File: config.mk
export PLATFORM = sky130hd
export DESIGN_NAME = mem_arbiter
export DESIGN_NICKNAME = d
export VERILOG_FILES = /design/src/rtl/mem_pkg.sv /design/src/rtl/arb_starve_ctr.sv /design/src/rtl/mem_arbiter.sv
export SDC_FILE = /design/constraint.sdc
export NUM_CORES = 1
export LEC_CHECK = 0
export CORE_AREA = 2 2 288 290
export CTS_CLUSTER_SIZE = 10
export DETAILED_ROUTE_END_ITERATION = 6
export DIE_AREA = 0 0 290 292
export SLEW_MARGIN = 20
export SYNTH_ARGS = -nofsm -noshare
export SYNTH_HDL_FRONTEND = slang
export SYNTH_SLANG_ARGS = --single-unit
File: constraint.sdc
create_clock -name CLK -period 1.3 [get_ports CLK]
set_input_delay 0.26 -clock CLK [delete_from_list [all_inputs] [get_ports CLK]]
set_output_delay 0.26 -clock CLK [all_outputs]
set_load 0.03 [all_outputs]
File: src/rtl/mem_pkg.sv
// mem_pkg: shared widths and arbiter state encoding for the cache/memory subsystem.
//   BLK_ADDR_W : block address width (byte address minus 4 offset bits)
//   BLK_W      : block data width
//   arb_state_t: mem_arbiter FSM states
package mem_pkg;
  localparam int BLK_ADDR_W = 28;
  localparam int BLK_W = 128;
  typedef enum logic [2:0] {
    ARB_IDLE,
    ARB_SERVE_I,
    ARB_SERVE_D,
    ARB_DONE_I,
    ARB_DONE_D
  } arb_state_t;
endpackage

File: src/rtl/arb_starve_ctr.sv
// arb_starve_ctr: saturating count of D grants made while I was waiting.
//   CLK, RESET   : clock, synchronous active-high reset
//   inc_i        : D granted while I pending
//   clr_i        : D granted with no I pending, or I granted (clr wins over inc)
//   at_limit_o   : count has reached LIMIT, I must win the next arbitration
module arb_starve_ctr #(
  parameter int LIMIT = 4
) (
  input  logic CLK,
  input  logic RESET,
  input  logic inc_i,
  input  logic clr_i,
  output logic at_limit_o
);
  logic [2:0] cnt_q, cnt_d;
  always_comb cnt_d = clr_i ? 3'd0 : (inc_i && cnt_q != 3'd7) ? cnt_q + 3'd1 : cnt_q;
  always_ff @(posedge CLK) cnt_q <= RESET ? 3'd0 : cnt_d;
  assign at_limit_o = cnt_q >= 3'(LIMIT);
endmodule

File: src/rtl/mem_arbiter.sv
// mem_arbiter: shares one block-wide main memory between I-cache (read) and D-cache (read/write).
//   CLK, RESET                 : clock, synchronous active-high reset
//   I_MEM_READ, I_BLOCK_ADDR   : I-cache block read request
//   I_READ_DATA, I_BUSYWAIT    : block returned to I-cache, stall
//   D_MEM_READ/WRITE, D_BLOCK_ADDR, D_WRITE_DATA : D-cache request
//   D_READ_DATA, D_BUSYWAIT    : block returned to D-cache, stall
//   MEM_*                      : single latched request towards memory and its response
// D has priority; after STARVE_LIMIT consecutive D grants with I waiting, I wins.
module mem_arbiter
  import mem_pkg::*;
#(
  parameter int STARVE_LIMIT = 4,
  parameter int BLK_ADDR_W = mem_pkg::BLK_ADDR_W,
  parameter int BLK_W = mem_pkg::BLK_W
) (
  input  logic                  CLK,
  input  logic                  RESET,
  input  logic                  I_MEM_READ,
  input  logic [BLK_ADDR_W-1:0] I_BLOCK_ADDR,
  output logic [BLK_W-1:0]      I_READ_DATA,
  output logic                  I_BUSYWAIT,
  input  logic                  D_MEM_READ,
  input  logic                  D_MEM_WRITE,
  input  logic [BLK_ADDR_W-1:0] D_BLOCK_ADDR,
  input  logic [BLK_W-1:0]      D_WRITE_DATA,
  output logic [BLK_W-1:0]      D_READ_DATA,
  output logic                  D_BUSYWAIT,
  output logic                  MEM_READ,
  output logic                  MEM_WRITE,
  output logic [BLK_ADDR_W-1:0] MEM_BLOCK_ADDR,
  output logic [BLK_W-1:0]      MEM_WRITE_DATA,
  input  logic [BLK_W-1:0]      MEM_READ_DATA,
  input  logic                  MEM_BUSYWAIT
);
  arb_state_t state_q, state_d;
  logic seen_busy_q, seen_busy_d, wr_q, wr_d;
  logic [BLK_ADDR_W-1:0] addr_q, addr_d;
  logic [BLK_W-1:0] wdata_q, wdata_d, i_rdata_q, i_rdata_d, d_rdata_q, d_rdata_d;
  logic d_req, i_req, serve, done, grant_d, grant_i, starved;
  assign d_req = D_MEM_READ | D_MEM_WRITE;
  assign i_req = I_MEM_READ;
  assign serve = state_q == ARB_SERVE_I || state_q == ARB_SERVE_D;
  // completion needs a busy phase first, so a memory that never raises busy stalls here
  assign done = serve && seen_busy_q && !MEM_BUSYWAIT;
  assign grant_d = state_q == ARB_IDLE && d_req && (!i_req || !starved);
  assign grant_i = state_q == ARB_IDLE && i_req && !grant_d;
  arb_starve_ctr #(.LIMIT(STARVE_LIMIT)) u_starve (
    .CLK       (CLK),
    .RESET     (RESET),
    .inc_i     (grant_d && i_req),
    .clr_i     ((grant_d && !i_req) || grant_i),
    .at_limit_o(starved)
  );
  always_comb begin
    state_d = state_q;
    if (grant_d) state_d = ARB_SERVE_D;
    else if (grant_i) state_d = ARB_SERVE_I;
    else if (done) state_d = state_q == ARB_SERVE_I ? ARB_DONE_I : ARB_DONE_D;
    else if (state_q == ARB_DONE_I || state_q == ARB_DONE_D) state_d = ARB_IDLE;
    MEM_READ = serve && !wr_q;
    MEM_WRITE = serve && wr_q;
    I_BUSYWAIT = i_req && state_q != ARB_DONE_I;
    D_BUSYWAIT = d_req && state_q != ARB_DONE_D;
  end
  always_comb begin
    seen_busy_d = serve ? (seen_busy_q || MEM_BUSYWAIT) && !done : seen_busy_q;
    wr_d = grant_d ? D_MEM_WRITE : grant_i ? 1'b0 : wr_q;
    addr_d = grant_d ? D_BLOCK_ADDR : grant_i ? I_BLOCK_ADDR : addr_q;
    wdata_d = grant_d ? D_WRITE_DATA : wdata_q;
    i_rdata_d = (done && !wr_q && state_q == ARB_SERVE_I) ? MEM_READ_DATA : i_rdata_q;
    d_rdata_d = (done && !wr_q && state_q == ARB_SERVE_D) ? MEM_READ_DATA : d_rdata_q;
  end
  always_ff @(posedge CLK) begin
    if (RESET) begin
      state_q <= ARB_IDLE;
      seen_busy_q <= 1'b0;
      wr_q <= 1'b0;
      addr_q <= '0;
      wdata_q <= '0;
      i_rdata_q <= '0;
      d_rdata_q <= '0;
    end else begin
      state_q <= state_d;
      seen_busy_q <= seen_busy_d;
      wr_q <= wr_d;
      addr_q <= addr_d;
      wdata_q <= wdata_d;
      i_rdata_q <= i_rdata_d;
      d_rdata_q <= d_rdata_d;
    end
  end
  assign MEM_BLOCK_ADDR = addr_q;
  assign MEM_WRITE_DATA = wdata_q;
  assign I_READ_DATA = i_rdata_q;
  assign D_READ_DATA = d_rdata_q;
endmodule

# --- After elaboration in Yosys (flattened, before gate mapping) ---
# Cells that the tools add are included.
classes:
  addsub: 1
  mux: 9
  n_bitwise: 1
  reduce_logical: 36
  eq_ne: 7
  magnitude_cmp: 1
ops:
  columns: ["cell", "count"]
  rows:
  - ["28-bit 2-to-1 mux", 2]
  - ["1-bit logical AND", 17]
  - ["3-bit 2-to-1 mux", 3]
  - ["3-bit by 2-bit == test with 1-bit output (second input constant)", 2]
  - ["1-bit logical NOT", 6]
  - ["3-bit inequality test (second input constant)", 2]
  - ["1-bit logical OR", 5]
  - ["2-bit 2-to-1 mux", 2]
  - ["2-bit nonzero test", 2]
  - ["4-bit nonzero test", 1]
  - ["2-bit OR reduction", 2]
  - ["3-bit by 1-bit adder with 3-bit output (second input constant)", 1]
  - ["3-bit by 1-bit == test with 1-bit output (second input constant)", 1]
  - ["3-bit == test (second input constant)", 1]
  - ["3-bit >= comparator (second input constant)", 1]
  - ["3-bit logical NOT", 1]
  - ["3-bit by 2-bit inequality test with 1-bit output (second input constant)", 1]
  - ["3-bit nonzero test", 1]
  - ["3-bit OR reduction", 1]
  - ["1-bit 2-to-1 mux", 2]
  - ["1-bit OR", 1]
word_totals:
  reg_bits: 420
  word_cells: 65
  inputBits: 318

# --- Longest topological paths before layout ---
depth:
  depth_word: 8
  mapped_depth: 8
  depth_no_buf: 5

# --- Hierarchy ---
# Synthesis repeated with hierarchy kept, for this count alone.
hier_totals:
  cells_unflattened: 1883
  area_unflattened_um2: 14874.3
by_module_without_submodules:
  columns: ["module", "cells_per_inst", "area_per_inst_um2", "instances", "seq_area_each_um2"]
  rows:
  - ["mem_arbiter", 1867, 14707.9, 1, 8348.0]
  - ["arb_starve_ctr", 16, 166.4, 1, 60.1]

# --- Worst setup path after synthesis ---
# OpenSTA, ideal clock, no wires.
synth_timing:
  path_kind: "reg2out"
  from: "register state_q[1]"
  to: "output port I_BUSYWAIT"
  n_path_buf: 1
  arrival_ps: 1282
  setup_slack_ps: -242
  stages_incl_launch_ff: 4
  path_cell_list: "dfxtp_1 -> buf_4 -> nor2b_1 -> a21boi_0"
synth_via:
  elab_chain_cells: 2
synth_rtl:
  columns: ["item", "line_no", "source"]
  rows:
  - ["start: declaration", "mem_arbiter.sv:35", "arb_state_t state_q, state_d;"]
  - ["start signal: assignment", "mem_arbiter.sv:83", "state_q <= state_d;"]
  - ["3-bit by 2-bit inequality test with 1-bit output", "mem_arbiter.sv:62", "I_BUSYWAIT = i_req && state_q != ARB_DONE_I;"]
  - ["1-bit logical AND", "mem_arbiter.sv:62", null]
  - ["end: declaration", "mem_arbiter.sv:21", "output logic I_BUSYWAIT,"]
# Every way passes these cells.

# --- Worst setup path in the final report ---
layout_timing:
  from: "register state_q[1]"
  to: "output port D_BUSYWAIT"
layout_via:
  elab_chain_cells: 2
layout_rtl:
  columns: ["item", "line_no", "source"]
  rows:
  - ["3-bit inequality test", "mem_arbiter.sv:63", "D_BUSYWAIT = d_req && state_q != ARB_DONE_D;"]
  - ["1-bit logical AND", "mem_arbiter.sv:63", null]
  - ["end: declaration", "mem_arbiter.sv:27", "output logic D_BUSYWAIT,"]
# Every way passes these cells.

==> impl_metrics.tcl <==
set metrics [dict create \
    cap_violations 0 \
    cts.path.max_buffers 3 \
    place_congestion 0.849 \
    synth.most_common_cell "nand2_1" \
    via_count 16041 \
    portBuffers 733 \
    drc 0 \
    rrSetupSlack_ps -510 \
    p_switching_mw 10.4 \
    syn_area_sq_mm 0.0148 \
    dp.cells 3688 \
    drt_iter0_markers 654 \
    power_mw 35.4 \
    syn_nets 2201 \
    power_frac_clock 0.366 \
    status "finished with violations" \
    synth.avg_cell_area_sq_um 7.89 \
    die_h_um 292 \
    setup_viol_count_final 829 \
    syn_to_final_growth_pct 104 \
    async_flop_share 0 \
    first_pass_iters 4 \
    dp_hpwl_um 47500 \
    fin_crit_sh 1.47 \
    p_leak_nw 12.0 \
    pre_cts_ws_ps -729 \
    cts_tree "done" \
    endpoint "D_BUSYWAIT" \
    fin_skew_ps 23.3 \
    min_period_ps 1910 \
    tightest_slew_ps 434 \
    synth-seq-cells 420 \
    power_density_mw_per_mm2 1170 \
    ys_types 31 \
    cts.clk_slew.worst_paths_ps 60 \
    start_util 0.182 \
    slew_headroom 0.711 \
    rsz0062_at_grt "true" \
    final_cells 3820 \
    insertion_delay_ps 600 \
    intPower_mw 25.0 \
    r2r-end "I_READ_DATA[97]$_SDFFE_PP0P_" \
    placementRows 105 \
    synth-simple-area-share 0.227 \
    synth_area_leaders "dfxtp_1 57%, nand2_1 21%, a21oi_1 13%" \
    grt_pass1_wl_um 96400 \
    setup_ws_ps -606 \
    fmax_ghz 0.525 \
    synth_top_family_by_area "simple AND/OR/NAND/NOR gates" \
    start_kind "flop" \
    synth_compound_area_frac 0.152 \
    die_w_um 290 \
    switching_share 0.294 \
    failed_checks "setup timing" \
    hold_violations 0 \
    drive_above_1_share 0.416 \
    synthAdderAreaFrac 0.00169 \
    vdd_drop_max_mv 0.989 \
    path_class "reg -> out" \
    p_comb_frac 0.234 \
    synth.top_cell.area_share 0.567 \
    synth_top_area_cell "dfxtp_1" \
    final_area_sq_mm 0.0303 \
    seq_power_share 0.399 \
    synth_flop_cell "dfxtp_1" \
    hold_path_class "in -> reg" \
    yosys_warnings 0 \
    final_nets 3053 \
    crit_required_ps 1040 \
    vias_per_cell 4.20 \
    critPathLaunch "state_q[1]$_SDFFE_PP0P_" \
    synth_edf_count 0 \
    antenna_found_initial 5 \
    clockRootBuffer "clkbuf_16" \
    cp_max_fo 3 \
    final-max-slew-violation-count 0 \
    grt_max_degree 62 \
    ant_nets 0 \
    grt_pass1_vias 15551 \
    clock_sinks 420 \
    syn_inst 1881 \
    htreeDepth 2 \
    die_area_sq_mm 0.0847 \
    io_pins 734 \
    core_sq_mm 0.0816 \
    fin_setup_tns_ps -184660 \
    synthXorXnorAreaFrac 0.000590 \
    synthTopCellsByCount "828 x nand2_1, 420 x dfxtp_1, 389 x a21oi_1" \
    cts_buffers 50 \
    grtUsageTotal 0.146 \
    grt_overflow 0 \
    yosysSeqAreaShare 0.567 \
    nFillCells 8129 \
    wl_per_cell_um 18.3 \
    dpl_cell_area_sq_mm 0.0255 \
    cp.arrival_ps 1650 \
    endpoint_kind "primary output" \
    wl_um 69700 \
    timing.rr.start "state_q[1]$_SDFFE_PP0P_" \
    synthMuxAreaShare 0.000759 \
    reg2reg_depth 9 \
]
-- worst max-delay path, cell delays in order (launching register included) --
cell and delay [ps]:
dfxtp_4 360, buf_6 130, nor2_4 40, buf_6 110, a21boi_2 160, buf_4 150, buf_12 110
-- per-layer routing --
metal | global-route usage | vias up | share of wire
met5 | 0 | - | 0.00086
met4 | 0.0407 | 8 | 0.028
met3 | 0.0471 | 106 | 0.071
met2 | 0.259 | 558 | 0.51
met1 | 0.168 | 7557 | 0.39
li1 | - | 7812 | -
-- layout make-up --
cell class | count | area (sq um) | share of cell area
Multi-Input combinational cell | 1312 | 7270 | 0.240
Clock inverter | 6 | 103 | 0.00339
Sequential cell | 420 | 8600 | 0.284
Antenna cell | 1 | 2.50 | 0.0000827
Clock buffer | 62 | 1330 | 0.0438
Timing Repair Buffer | 946 | 11600 | 0.384
Inverter | 3 | 11.3 | 0.000372
Tap cell | 1070 | 1340 | 0.0442
-- per-stage QoR --
stage	util	hold WS [ps]
floorplan	-	396
global placement	0.313	440
detailed placement	0.313	446
CTS	0.341	157
global route	0.371	188
finish	0.371	200
-- cells by family after synthesis --
family / after synthesis
buffers and inverters: 149
AOI/OAI and AO/OA: 426
DFF: 420
muxes: 1
adders and majority gates: 2
and+or+nand+nor: 882
xor gates and xnor gates: 1
-- power groups by stage --
| stage | sequential (mW) | clock (mW) | combinational, mW |
|---|---|---|---|
| after global placement | 14.2 | 0 | 6.77 |
| after detailed placement | 14.2 | 0 | 6.77 |
| final | 14.1 | 13.0 | 8.30 |
| after global routing | 14.2 | 13.8 | 8.75 |
| after floorplan | 15.3 | 0 | 1.76 |
| after CTS | 14.0 | 13.4 | 6.94 |
-- sequential cells by signal, indices dropped and copies added, names as in the netlist --
name            count
state_q             3
wr_q                1
u_starve.cnt_q      3
MEM_BLOCK_ADDR     28
D_READ_DATA       128
I_READ_DATA       128
seen_busy_q         1
MEM_WRITE_DATA    128
-- cell usage in the layout (no fill, tap or decap), types with 3 or more instances in the layout --
| cell type | synthesis | final |
|---|---|---|
| a21oi_1 | 389 | 265 |
| a21oi_2 | 0 | 124 |
| a311oi_1 | 28 | 20 |
| a311oi_2 | 0 | 8 |
| buf_12 | 0 | 194 |
| buf_16 | 0 | 8 |
| buf_4 | 19 | 213 |
| buf_6 | 11 | 180 |
| buf_8 | 0 | 13 |
| clkbuf_1 | 83 | 9 |
| clkbuf_16 | 0 | 71 |
| clkbuf_8 | 0 | 3 |
| clkdlybuf4s50_1 | 0 | 316 |
| dfxtp_1 | 420 | 274 |
| dfxtp_2 | 0 | 144 |
| inv_1 | 3 | 3 |
| nand2_1 | 828 | 678 |
| nand2_2 | 0 | 41 |
| nand2_4 | 0 | 108 |
| nand3_4 | 0 | 3 |
| nor2_1 | 33 | 23 |
| nor2_2 | 0 | 6 |
| nor2_4 | 0 | 4 |
| o21ai_0 | 3 | 3 |
-- worst min path at each step --
stage                                               from                          endpoint  slack (ps)  depth (start not counted)
after CTS                              D_WRITE_DATA[123]  MEM_WRITE_DATA[123]$_SDFFE_PP0P_         160                          3
after global routing                    D_WRITE_DATA[35]   MEM_WRITE_DATA[35]$_SDFFE_PP0P_         190                          3
after detailed placement    I_READ_DATA[32]$_SDFFE_PP0P_      I_READ_DATA[32]$_SDFFE_PP0P_         450                          2
after global placement    MEM_WRITE_DATA[3]$_SDFFE_PP0P_    MEM_WRITE_DATA[3]$_SDFFE_PP0P_         440                          2
after floorplan                         MEM_READ_DATA[0]       D_READ_DATA[0]$_SDFFE_PP0P_         400                          2
final                                   D_WRITE_DATA[46]   MEM_WRITE_DATA[46]$_SDFFE_PP0P_         200                          3
-- what timing repair did --
action                                  in CTS  in global routing
hold buffers                                 1                  0
endpoints found under the setup margin     833                835
cloned                                       5                 24
buffers inserted                            19                 17
pin swaps                                   10                114
hold endpoints to repair                     3                  0
gates resized for setup                   1188                478
(Power assumes the default switching activity.)
==> variant 1 (same flow settings) <==
Take the reset off `addr_q`, `wdata_q`, `i_rdata_q` and `d_rdata_q` and load them in a clocked block of their own.
--- a/src/rtl/mem_arbiter.sv
+++ b/src/rtl/mem_arbiter.sv
@@ -75,19 +75,18 @@
       state_q <= ARB_IDLE;
       seen_busy_q <= 1'b0;
       wr_q <= 1'b0;
-      addr_q <= '0;
-      wdata_q <= '0;
-      i_rdata_q <= '0;
-      d_rdata_q <= '0;
     end else begin
       state_q <= state_d;
       seen_busy_q <= seen_busy_d;
       wr_q <= wr_d;
-      addr_q <= addr_d;
-      wdata_q <= wdata_d;
-      i_rdata_q <= i_rdata_d;
-      d_rdata_q <= d_rdata_d;
     end
+  end
+
+  always_ff @(posedge CLK) begin
+    addr_q    <= addr_d;
+    wdata_q   <= wdata_d;
+    i_rdata_q <= i_rdata_d;
+    d_rdata_q <= d_rdata_d;
   end
   assign MEM_BLOCK_ADDR = addr_q;
   assign MEM_WRITE_DATA = wdata_q;
Behaviour: not the same (Yosys sat finds a counterexample within 4 cycles, from zero or initial values and one cycle with RESET high).
==> variant 1 against the unedited design <==
Final cell count shrank 35%; sequential power rose by 16%; design area shrank 10%; the flow still finishes with violations (negative setup slack); core utilization decreased by 3.9 points; area after synthesis is 10% lower; count of clock-buffer cells in the layout fell by 2; sequential cell count did not move; largest power group unchanged; setup slack better by 0.0099 ns; routed wire length is 27% lower; power is 0.71% higher.
==> variant 1: results <==
[status]
status = finished with violations
violations = negative setup slack

[final_layout]
nets = 1718
seq_share = 0.4629
inverters = 5
seq_cells = 420
buffers = 849
nClkBuffers = 60
antenna_cells = 3

[yosys]
synth.area.top_cells = edfxtp_1, mux2_4, dfxtp_1
synthDistinctLibCells = 30
synth_top_flop_cell = edfxtp_1
synth-edff-count = 412
synth_fp_nets = 820

[placement]
dpl_cell_area_mm2 = 0.02373

[sta]
fin_ws_ns = -0.5956
setup_viol = 862

[power_and_ir_drop]
ir_worst_vdd_mv = 1.006
leakagePower_nw = 10.06

[global_routing]
use_met2 = 0.1998
grt_max_degree = 23
grtUsageMet1 = 0.1154
track_usage = 0.1121

[worst_setup_path]
cp_max_fo = 4
slowest_delay_ns = 0.55

[hold_path]
worstHoldPathCells = 1

[clock_network]
postCtsSetupBuffers = 21

[detailed_routing]
vias_per_cell = 3.433
wl_met3_um = 4901
variant 1: power by group:
part	switching (mW)	total [mW]	leakage (nW)	internal, mW
registers	0.473	16.4	3.89	15.9
logic	3.05	6.69	5.47	3.64
clock network	5.26	12.6	0.696	7.37
variant 1: cell families after synthesis:
| group | after synthesis | synth area share |
|---|---|---|
| xor+xnor | 1 | 0.0006587 |
| simple gates | 26 | 0.01129 |
| mux | 29 | 0.03246 |
| fa+ha+maj | 2 | 0.001881 |
| compound gates | 14 | 0.006867 |
| buf+inv | 8 | 0.004515 |
| flops | 420 | 0.9423 |
variant 1: how the worst max path moves through the flow:
stage	slack, ns	start	cells after the start	to
final	-0.60	D_MEM_READ	6	D_BUSYWAIT
after global routing	-0.67	state_q[1]	5	MEM_READ
after CTS	-0.73	state_q[1]	5	MEM_READ
after detailed placement	-0.73	MEM_BUSYWAIT	6	I_READ_DATA[122]
after global placement	-0.72	D_MEM_READ	6	MEM_WRITE_DATA[90]
after floorplan	-2.76	seen_busy_q	3	I_READ_DATA[0]
==> variant 2 (same settings) <==
Made on the original files. Set the package constant `BLK_W` to 120 (it was 128).
--- a/src/rtl/mem_pkg.sv
+++ b/src/rtl/mem_pkg.sv
@@ -4,7 +4,7 @@
 //   arb_state_t: mem_arbiter FSM states
 package mem_pkg;
   localparam int BLK_ADDR_W = 28;
-  localparam int BLK_W = 128;
+  localparam int BLK_W = 120;
   typedef enum logic [2:0] {
     ARB_IDLE,
     ARB_SERVE_I,
Ports: changed (5 resized); port bits go from 734 to 694. No check against the original RTL was run, so the function may have changed too.
==> variant 2 against the unedited design <==
The flow still finishes with violations (negative setup slack); area after synthesis shrank 6.1%; synthesized cell count shrank 5.4%; setup slack gained 0.071 ns; critical endpoint unchanged; sequential cell count shrank 24; design area shrank 0.19%; core utilization shrank 0.071 points; clock skew shrank 0.011 ns; maximum frequency grew 3.8%; power grew 0.19%; global-route usage shrank 0.68 points; routed wire length shrank 1.5%.
==> variant 2: results <==
[power_and_ir_drop]
leakagePower_nw = 11.70
ir_worst_vdd_mv = 1.107
sw_frac_of_total = 0.2966

[worst_setup_path]
worstReg2RegStart = state_q[0]
r2r_end = MEM_WRITE_DATA[103]
r2r_cells = 7
cp_max_fo = 4
crit_arrival_ns = 1.58

[sta]
worst_pin_slew_ns = 0.4014
fin_ws_ns = -0.5350
skew_ns = 0.01268
whs_ns = 0.09707
setup_viol = 712

[detailed_routing]
wl_met1_um = 27790
wl_met3_um = 4410
wl_per_cell_um = 18.51
drt-initial-drc-count = 660
wl_met2_um = 34340
num_vias = 15580
drtPass1Iterations = 5
top_layer = met4

[global_routing]
grt_antenna_before_repair = 0
grt_pass1_wl_um = 92620
grt_pass1_vias = 15110
track_usage = 0.1395
grt_max_degree = 65

[status]
status = finished with violations
violations = negative setup slack

[yosys]
synthDistinctLibCells = 31
synth_fp_nets = 2084
synth.area.top_cells = dfxtp_1, nand2_1, a21oi_1
yosys.area.top_type = dfxtp_1
ys_seq_area_frac = 0.5690
ys_warn_count = 0
ys_async_sr_fraction = 0
synthTopCellsByCount = nand2_1, dfxtp_1, a21oi_1

[placement]
dp_hpwl_um = 44210
gp_congestion = 0.8397
dp_slack_ns = -0.7407
port_buffers = 693

[final_layout]
drive_gt1_frac = 0.4898
nets = 2924

[clock_network]
clock_latency_ns = 0.58
cts_buffers = 48
cts.clk_slew.worst_paths_ns = 0.06
htreeDepth = 2

[hold_path]
hp-start = RESET
hold_path_end = MEM_WRITE_DATA[63]
variant 2: changes by cell type after synthesis, sizes merged, moves of 3 or more:
cell    change
a21oi      -22
nand2      -47
nand3b      +3
buf        -22
nand3       -3
clkbuf     +12
dfxtp      -24
variant 2: cell type report:
cell class	instances	area [um^2]
clock buffer	62	1284
antenna	2	5.005
inverter	4	15.01
tap	1070	1339
fill	8028	51370
timing repair buffer	925	11740
clock inverter	8	120.1
multi-input combinational	1245	7590
sequential	396	8123
variant 2: repair_timing:
item                                    in CTS  in global routing
gates cloned                                21                 21
buffers inserted                            53                 17
hold buffers                                 0                  0
gates resized for setup                   1498                460
endpoints found under the setup margin     786                787
pin swaps                                  132                165
endpoints found under the hold margin        0                  0
variant 2: cell families (layout without fill, tap and decap cells):
family / after synthesis / in the layout / synth area share
flops: 396 / 396 / 0.5690
other cells: 0 / 2 / 0
fa+ha+maj: 2 / 2 / 0.001796
compound gates: 403 / 403 / 0.1532
simple gates: 838 / 839 / 0.2307
buf+inv: 140 / 999 / 0.04472
xor+xnor: 1 / 1 / 0.0006287
variant 2: layer usage:
| layer | up-vias | global-route usage |
|---|---|---|
| li1 | 7475 | - |
| met1 | 7458 | 0.1610 |
| met2 | 526 | 0.2481 |
| met3 | 122 | 0.03783 |
| met4 | 0 | 0.04662 |
| met5 | - | 0 |
variant 2: critical path, stage by stage, from the launching register on:
cell and delay (ns):
dfxtp_4 0.36, buf_4 0.16, nor2_4 0.05, buf_4 0.13, a21oi_2 0.14, buf_6 0.15
variant 2: power groups by stage:
stage          Clock, mW  Combinational (mW)  Sequential, mW
6_report            12.5                9.59            13.4
2_1_floorplan          0                1.68            14.4
3_3_place_gp           0                6.46            13.4
3_5_place_dp           0                6.46            13.4
4_1_cts             12.9                8.63            13.3
5_1_grt             13.4                10.0            13.4
variant 2: worst max path at each step:
| stage | end | slack, ns | from |
|---|---|---|---|
| floorplan | MEM_WRITE_DATA[67] | -0.25 | state_q[0] |
| global placement | D_READ_DATA[95] | -0.70 | MEM_BUSYWAIT |
| detailed placement | MEM_WRITE_DATA[103] | -0.74 | D_MEM_READ |
| CTS | MEM_WRITE | -0.62 | state_q[0] |
| global route | D_BUSYWAIT | -0.63 | state_q[0] |
| finish | D_BUSYWAIT | -0.54 | state_q[0] |
variant 2: metrics by stage:
step	total power, mW	TNS [ns]	std cells	cell area (um^2)
2_1_floorplan	16.09	-63.15	1780	14100
3_3_place_gp	19.84	-240.21	3540	24250
3_5_place_dp	19.86	-239.59	3540	24250
4_1_cts	34.85	-165.81	3682	28040
5_1_grt	36.87	-223.39	3710	30210
6_report	35.50	-161.96	3712	30210
